`src/rtl/code2de5_serial_rx_if.sv`:
```
// code2de5_serial_rx_if: serial line in, held 2-of-5 word and status out.
// The slave modport is the receiver side, the master modport is the line
// driver / decoder side. DBG_STATE exposes the receiver FSM state.
interface code2de5_serial_rx_if;
    logic       RX;
    logic       E1;
    logic       E2;
    logic       E3;
    logic       E4;
    logic       E5;
    logic       S3;
    logic       VALID;
    logic       NEW;
    logic       FRAME_ERR;
    logic [2:0] DBG_STATE;

    modport slave (
        input  RX,
        output E1, E2, E3, E4, E5, S3, VALID, NEW, FRAME_ERR, DBG_STATE
    );

    modport master (
        output RX,
        input  E1, E2, E3, E4, E5, S3, VALID, NEW, FRAME_ERR, DBG_STATE
    );
endinterface

```
`src/rtl/code2de5_serial_rx.sv`:
```
// code2de5_serial_rx: UART-style receiver for one 2-of-5 code word per frame.
// Frame: start(0), E1..E5, stop(1). Holds the last word on E1..E5, flags a
// legal word (exactly two ones) on VALID, strobes NEW on every update and
// holds S3 (blank) high until the first accepted frame.
// Optional build macro HOLD_LAST_VALID_EN: illegal words do not replace the
// held word, and only a legal word releases S3.
module code2de5_serial_rx #(
    parameter int CLKS_PER_BIT = 16
) (
    input  logic                  CLK,
    input  logic                  RST_N,
    code2de5_serial_rx_if.slave   bus
);

    localparam int CNT_W = $clog2(CLKS_PER_BIT);
    localparam logic [CNT_W-1:0] HALF_C = CNT_W'(CLKS_PER_BIT / 2 - 1);
    localparam logic [CNT_W-1:0] FULL_C = CNT_W'(CLKS_PER_BIT - 1);
    localparam logic [2:0]       LAST_IDX = 3'd4;

    typedef enum logic [2:0] {
        S_IDLE      = 3'd0,
        S_START     = 3'd1,
        S_DATA      = 3'd2,
        S_STOP      = 3'd3,
        S_WAIT_IDLE = 3'd4
    } state_t;

    state_t           state_q, state_d;
    logic             rx_meta_q, rx_sync_q;
    logic [CNT_W-1:0] cnt_q, cnt_d;
    logic [2:0]       idx_q, idx_d;
    logic [4:0]       shift_q, shift_d;

    logic [4:0]       word_q;
    logic             s3_q, valid_q, new_q, ferr_q;

    // FSM control decoded from state and counter
    logic             cnt_clr;
    logic             idx_clr;
    logic             bit_sample;
    logic             commit;
    logic             frame_bad;

    logic [2:0]       ones;
    logic             word_legal;

    // Two-flop synchronizer; idle level is high so reset to 1
    always_ff @(posedge CLK or negedge RST_N) begin
        if (!RST_N) begin
            rx_meta_q <= 1'b1;
            rx_sync_q <= 1'b1;
        end else begin
            rx_meta_q <= bus.RX;
            rx_sync_q <= rx_meta_q;
        end
    end

    // FSM state register
    always_ff @(posedge CLK or negedge RST_N) begin
        if (!RST_N) begin
            state_q <= S_IDLE;
        end else begin
            state_q <= state_d;
        end
    end

    // FSM next-state logic
    always_comb begin
        state_d = state_q;
        case (state_q)
            S_IDLE: begin
                if (!rx_sync_q) state_d = S_START;
            end
            S_START: begin
                // A high line at mid start bit was a glitch
                if (cnt_q == HALF_C) state_d = rx_sync_q ? S_IDLE : S_DATA;
            end
            S_DATA: begin
                if (cnt_q == FULL_C && idx_q == LAST_IDX) state_d = S_STOP;
            end
            S_STOP: begin
                if (cnt_q == FULL_C) state_d = rx_sync_q ? S_IDLE : S_WAIT_IDLE;
            end
            S_WAIT_IDLE: begin
                // Do not re-arm on a line that is still held low
                if (rx_sync_q) state_d = S_IDLE;
            end
            default: state_d = S_IDLE;
        endcase
    end

    // FSM control outputs
    always_comb begin
        cnt_clr    = 1'b0;
        idx_clr    = 1'b0;
        bit_sample = 1'b0;
        commit     = 1'b0;
        frame_bad  = 1'b0;
        case (state_q)
            S_IDLE: begin
                cnt_clr = 1'b1;
            end
            S_START: begin
                if (cnt_q == HALF_C) begin
                    cnt_clr = 1'b1;
                    idx_clr = 1'b1;
                end
            end
            S_DATA: begin
                if (cnt_q == FULL_C) begin
                    cnt_clr    = 1'b1;
                    bit_sample = 1'b1;
                end
            end
            S_STOP: begin
                if (cnt_q == FULL_C) begin
                    cnt_clr   = 1'b1;
                    commit    = rx_sync_q;
                    frame_bad = !rx_sync_q;
                end
            end
            S_WAIT_IDLE: begin
                cnt_clr = 1'b1;
            end
            default: begin
                cnt_clr = 1'b1;
            end
        endcase
    end

    // Bit-timing counter, bit index and shift register next values
    always_comb begin
        cnt_d   = cnt_clr ? '0 : cnt_q + 1'b1;
        idx_d   = idx_q;
        shift_d = shift_q;
        if (idx_clr) begin
            idx_d = '0;
        end
        if (bit_sample) begin
            // First data bit ends up in bit 4, which drives E1
            shift_d = {shift_q[3:0], rx_sync_q};
            idx_d   = idx_q + 3'd1;
        end
    end

    // Bit-timing counter, bit index and shift register
    always_ff @(posedge CLK or negedge RST_N) begin
        if (!RST_N) begin
            cnt_q   <= '0;
            idx_q   <= '0;
            shift_q <= '0;
        end else begin
            cnt_q   <= cnt_d;
            idx_q   <= idx_d;
            shift_q <= shift_d;
        end
    end

    // Legal 2-of-5 word: exactly two ones
    always_comb begin
        ones = {2'b00, shift_q[0]} + {2'b00, shift_q[1]} + {2'b00, shift_q[2]}
             + {2'b00, shift_q[3]} + {2'b00, shift_q[4]};
        word_legal = (ones == 3'd2);
    end

    // Held word and status registers, updated on the stop-bit sample
    always_ff @(posedge CLK or negedge RST_N) begin
        if (!RST_N) begin
            word_q  <= '0;
            s3_q    <= 1'b1;
            valid_q <= 1'b0;
            new_q   <= 1'b0;
            ferr_q  <= 1'b0;
        end else begin
            new_q <= 1'b0;
            if (commit) begin
`ifdef HOLD_LAST_VALID_EN
                // Keep showing the last legal word instead of an error pattern
                if (word_legal) begin
                    word_q <= shift_q;
                    s3_q   <= 1'b0;
                end
`else
                word_q <= shift_q;
                s3_q   <= 1'b0;
`endif
                valid_q <= word_legal;
                new_q   <= 1'b1;
                ferr_q  <= 1'b0;
            end else if (frame_bad) begin
                ferr_q <= 1'b1;
            end
        end
    end

    assign bus.E1        = word_q[4];
    assign bus.E2        = word_q[3];
    assign bus.E3        = word_q[2];
    assign bus.E4        = word_q[1];
    assign bus.E5        = word_q[0];
    assign bus.S3        = s3_q;
    assign bus.VALID     = valid_q;
    assign bus.NEW       = new_q;
    assign bus.FRAME_ERR = ferr_q;
    assign bus.DBG_STATE = state_q;

endmodule
```
`src/flat_wrapper.sv`:
```
// flat-port wrapper written by rule: the top's interface ports become plain ports
module code2de5_serial_rx_flat 
#(
    parameter int CLKS_PER_BIT = 16
)
  (CLK, RST_N, bus_RX, bus_E1, bus_E2, bus_E3, bus_E4, bus_E5, bus_S3, bus_VALID, bus_NEW, bus_FRAME_ERR, bus_DBG_STATE);
  code2de5_serial_rx_if bus_i ();
  input  logic CLK;
  input  logic RST_N;
  input wire logic [$bits(bus_i.RX)-1:0] bus_RX;
  output wire logic [$bits(bus_i.E1)-1:0] bus_E1;
  output wire logic [$bits(bus_i.E2)-1:0] bus_E2;
  output wire logic [$bits(bus_i.E3)-1:0] bus_E3;
  output wire logic [$bits(bus_i.E4)-1:0] bus_E4;
  output wire logic [$bits(bus_i.E5)-1:0] bus_E5;
  output wire logic [$bits(bus_i.S3)-1:0] bus_S3;
  output wire logic [$bits(bus_i.VALID)-1:0] bus_VALID;
  output wire logic [$bits(bus_i.NEW)-1:0] bus_NEW;
  output wire logic [$bits(bus_i.FRAME_ERR)-1:0] bus_FRAME_ERR;
  output wire logic [$bits(bus_i.DBG_STATE)-1:0] bus_DBG_STATE;
  assign bus_i.RX = bus_RX;
  assign bus_E1 = bus_i.E1;
  assign bus_E2 = bus_i.E2;
  assign bus_E3 = bus_i.E3;
  assign bus_E4 = bus_i.E4;
  assign bus_E5 = bus_i.E5;
  assign bus_S3 = bus_i.S3;
  assign bus_VALID = bus_i.VALID;
  assign bus_NEW = bus_i.NEW;
  assign bus_FRAME_ERR = bus_i.FRAME_ERR;
  assign bus_DBG_STATE = bus_i.DBG_STATE;
  code2de5_serial_rx #(.CLKS_PER_BIT(CLKS_PER_BIT)) u_core (.CLK(CLK), .RST_N(RST_N), .bus(bus_i));
endmodule
```
`config.mk`:
```
export PLATFORM = sky130hd
export DESIGN_NAME = code2de5_serial_rx_flat
export DESIGN_NICKNAME = d
export VERILOG_FILES = /design/src/rtl/code2de5_serial_rx_if.sv /design/src/rtl/code2de5_serial_rx.sv /design/src/flat_wrapper.sv
export SDC_FILE = /design/constraint.sdc
export NUM_CORES = 1
export LEC_CHECK = 0
export ABC_CLOCK_PERIOD_IN_PS = 4470
export CELL_PAD_IN_SITES_DETAIL_PLACEMENT = 0
export CELL_PAD_IN_SITES_GLOBAL_PLACEMENT = 1
export CORE_MARGIN = 2
export CORE_UTILIZATION = 40
export CTS_BUF_LIST = sky130_fd_sc_hd__clkbuf_16
export CTS_CLUSTER_SIZE = 10
export DETAILED_ROUTE_END_ITERATION = 12
export PLACE_DENSITY = 0.73
export REMOVE_ABC_BUFFERS = 1
export SLEW_MARGIN = 20
export SYNTH_ARGS = -nofsm -noshare
export SYNTH_HDL_FRONTEND = slang
export SYNTH_SLANG_ARGS = --single-unit
```
`constraint.sdc`:
```
create_clock -name CLK -period 4.47 [get_ports CLK]
set_input_delay 0.447 -clock CLK [delete_from_list [all_inputs] [get_ports CLK]]
set_output_delay 0.447 -clock CLK [all_outputs]
set_load 0.01 [all_outputs]
```
==> metrics.yaml <==
h-tree-depth: 1
pin_count: 15
synth_area_leader_cell: "dfrtp_1"
ir_drop_uv: 211
setup_viol: 0
drc: 0
core_area_um2: 3000
track_usage_pct: 14.1
finalSetupTns_ns: 0
layout-drive-gt1-share_pct: 17.1
finalHoldViolCount: 0
fin_skew_ns: 0.00616
insertion_delay_ns: 0.26
max_slew_margin_pct: 74.3
rsz0062_at_grt: "no"
layout.nets: 128
power_density_nw_per_um2: 437
syn_area_per_cell_um2: 12.1
postRouteWirelength_mm: 2.09
io_buffers: 14
vias_per_cell: 5.32
cts_hold_buf: 0
critPathCaptureType: "flip-flop"
hold_path_end: "u_core.rx_sync_q$_DFF_PN1_"
use_met1_pct: 17.1
grt_pass1_vias: 818
finalCritPeriodShare_pct: 51.9
grt_pass1_wl_mm: 3.66
ys_seq_area_share_pct: 52.3
grt.busiest_layer: "met2"
crit_path_start: "u_core.shift_q[0]$_DFFE_PN0P_"
maxCapViolCount: 0
start_kind: "flip-flop"
placed_cell_area_um2: 1400
vias: 798
ys_ff_latch: 26
reg2reg_depth: 9
clk_path_buf_depth: 2
synth-main-ff-cell: "dfrtp_1"
rows: 20
yosysWarnings: 0
outcome: "finished clean"
synth_edf_count: 0
min_delay_path_depth: 0
grt_max_degree: 27
cts_setup_buffers: 0
grt_antenna_before_repair: 0
dr.pass1.iters: 3
ctsResizeCount: 0
cp.required_ns: 4.61
first_iter_violations: 18
max_freq_mhz: 431
cp.arrival_ns: 2.46
die_width_um: 59.9
grt_use_met2_pct: 22.8
p_leak_uw: 0.000673
ys_top_cells_by_area: "dfrtp_1 (46%), dfstp_2 (6.3%), mux2_2 (6.3%), ha_1 (5.0%), mux2_4 (3.6%)"
place.gp.congestion: 0.771
diodes: 0
report.final.slew_viol_count: 0
r2r_slack_ns: 2.15
grt_overflow: 0
ys_types: 35
synth_top_area_share_pct: 46.0
period_minus_slack_ns: 2.32
dp_hpwl_mm: 1.51
start_util_pct: 41.7
reg2reg_from: "u_core.shift_q[0]$_DFFE_PN0P_"
die_h_um: 59.9
timing.rr.end: "u_core.bus.VALID$_DFFE_PN0P_"
fin_area_um2: 1480
synth_common_cells: "dfrtp_1 (23), inv_1 (11), mux2_2 (7)"
synth_most_common_cell: "dfrtp_1"
root_buffer: "clkbuf_16"
holdCritPathClass: "reg -> reg"
numCtsBuffers: 3
synthesis.area_um2: 1250
use_met3_pct: 4.11
async_flop_share_pct: 100
fp.dieArea_um2: 3590
cts_tree: "yes"
routedWlPerCell_um: 13.9
syn_to_final_growth_pct: 17.9
hold_start: "u_core.rx_meta_q$_DFF_PN1_"
clock_sinks: 26
clk_pin_slew_ns: 0.07
critPathKind: "reg -> reg"
drtAntennaViolNets: 0
tightest_slew_ns: 0.384
cp_max_fo: 4
synthCells: 103
registers in the layout, indices dropped and copies added, names as in the netlist:
register              cells
u_core.cnt_q              4
u_core.word_q             5
u_core.shift_q            5
u_core.idx_q              3
u_core.bus.FRAME_ERR      1
u_core.bus.VALID          1
u_core.bus.NEW            1
u_core.rx_meta_q          1
u_core.bus.DBG_STATE      3
u_core.rx_sync_q          1
u_core.bus.S3             1
critical path, cell delays in order (launching register included):
cell and delay [ns]:
dfrtp_1 0.41, ha_1 0.30, inv_1 0.07, fa_1 0.41, inv_1 0.07, ha_1 0.13, inv_1 0.05, fa_1 0.48
nor3b_1 0.05, mux2_2 0.25
cell families (layout without fill, tap and decap cells):
kind of cell | Yosys count | in the layout | share of synthesized area [%]
flip-flops | 26 | 26 | 52.3
AND/OR/NAND/NOR | 29 | 29 | 14.3
XOR/XNOR | 2 | 2 | 1.40
multiplexers | 10 | 10 | 9.90
adder cells (fa/ha/maj) | 7 | 7 | 8.20
buffers and inverters | 16 | 30 | 6.80
AO/OA/AOI/OAI | 13 | 13 | 7.10
worst max-delay path by stage:
| stage | to | slack, ns | cells past startpoint |
|---|---|---|---|
| final | u_core.bus.VALID$_DFFE_PN0P_ | 2.15 | 9 |
| after global routing | u_core.bus.VALID$_DFFE_PN0P_ | 1.98 | 9 |
| after global placement | u_core.bus.VALID$_DFFE_PN0P_ | 2.21 | 9 |
| after CTS | u_core.bus.VALID$_DFFE_PN0P_ | 2.13 | 9 |
| after detailed placement | u_core.bus.VALID$_DFFE_PN0P_ | 2.16 | 9 |
| after floorplan | u_core.bus.VALID$_DFFE_PN0P_ | 2.26 | 9 |
report_power, final:
part | internal, µW | switching (µW) | total, µW
sequential | 267 | 43.3 | 310
clock | 120 | 78.6 | 198
combinational | 70.4 | 66.2 | 137
metrics by stage:
stage	instances	hold slack [ns]	util (%)	setup WS [ns]	total power [µW]
floorplan	98	0.151	-	2.26	395
global placement	146	0.352	46.5	2.21	449
detailed placement	146	0.350	46.5	2.16	453
CTS	150	0.360	49.1	2.13	652
global route	150	0.362	49.1	1.98	685
finish	150	0.360	49.1	2.15	645
cell type report:
| class | count | area [µm²] |
|---|---|---|
| fillers | 279 | 1530 |
| flip-flops and latches | 26 | 654 |
| multi-input cells | 61 | 512 |
| repair buffers | 15 | 148 |
| clock buffers | 3 | 75.1 |
| inverters | 11 | 41.3 |
| well taps | 33 | 41.3 |
| clock inverters | 1 | 3.75 |
metal layers:
metal / wire [µm] / up-vias
li1: - / 383
met1: 992 / 399
met2: 988 / 12
met3: 69 / 4
met4: 35 / 0
met5: 0 / -
placed cells by master (no fill, tap or decap), drive strengths merged, types with 2 or more instances in the layout:
cell type	Yosys	routed
and3	2	2
dfrtp	23	23
fa	2	2
nand2	4	4
nand3	5	5
nor2	2	2
nand3b	2	2
and2	4	4
nor4	2	2
inv	11	11
clkdlybuf4s50	0	14
dfstp	3	3
ha	5	5
mux2	10	10
o21ai	4	4
clkbuf	0	3
nor2b	3	3
a21oi	2	2
Note: power is estimated with default switching activity, not from simulation.
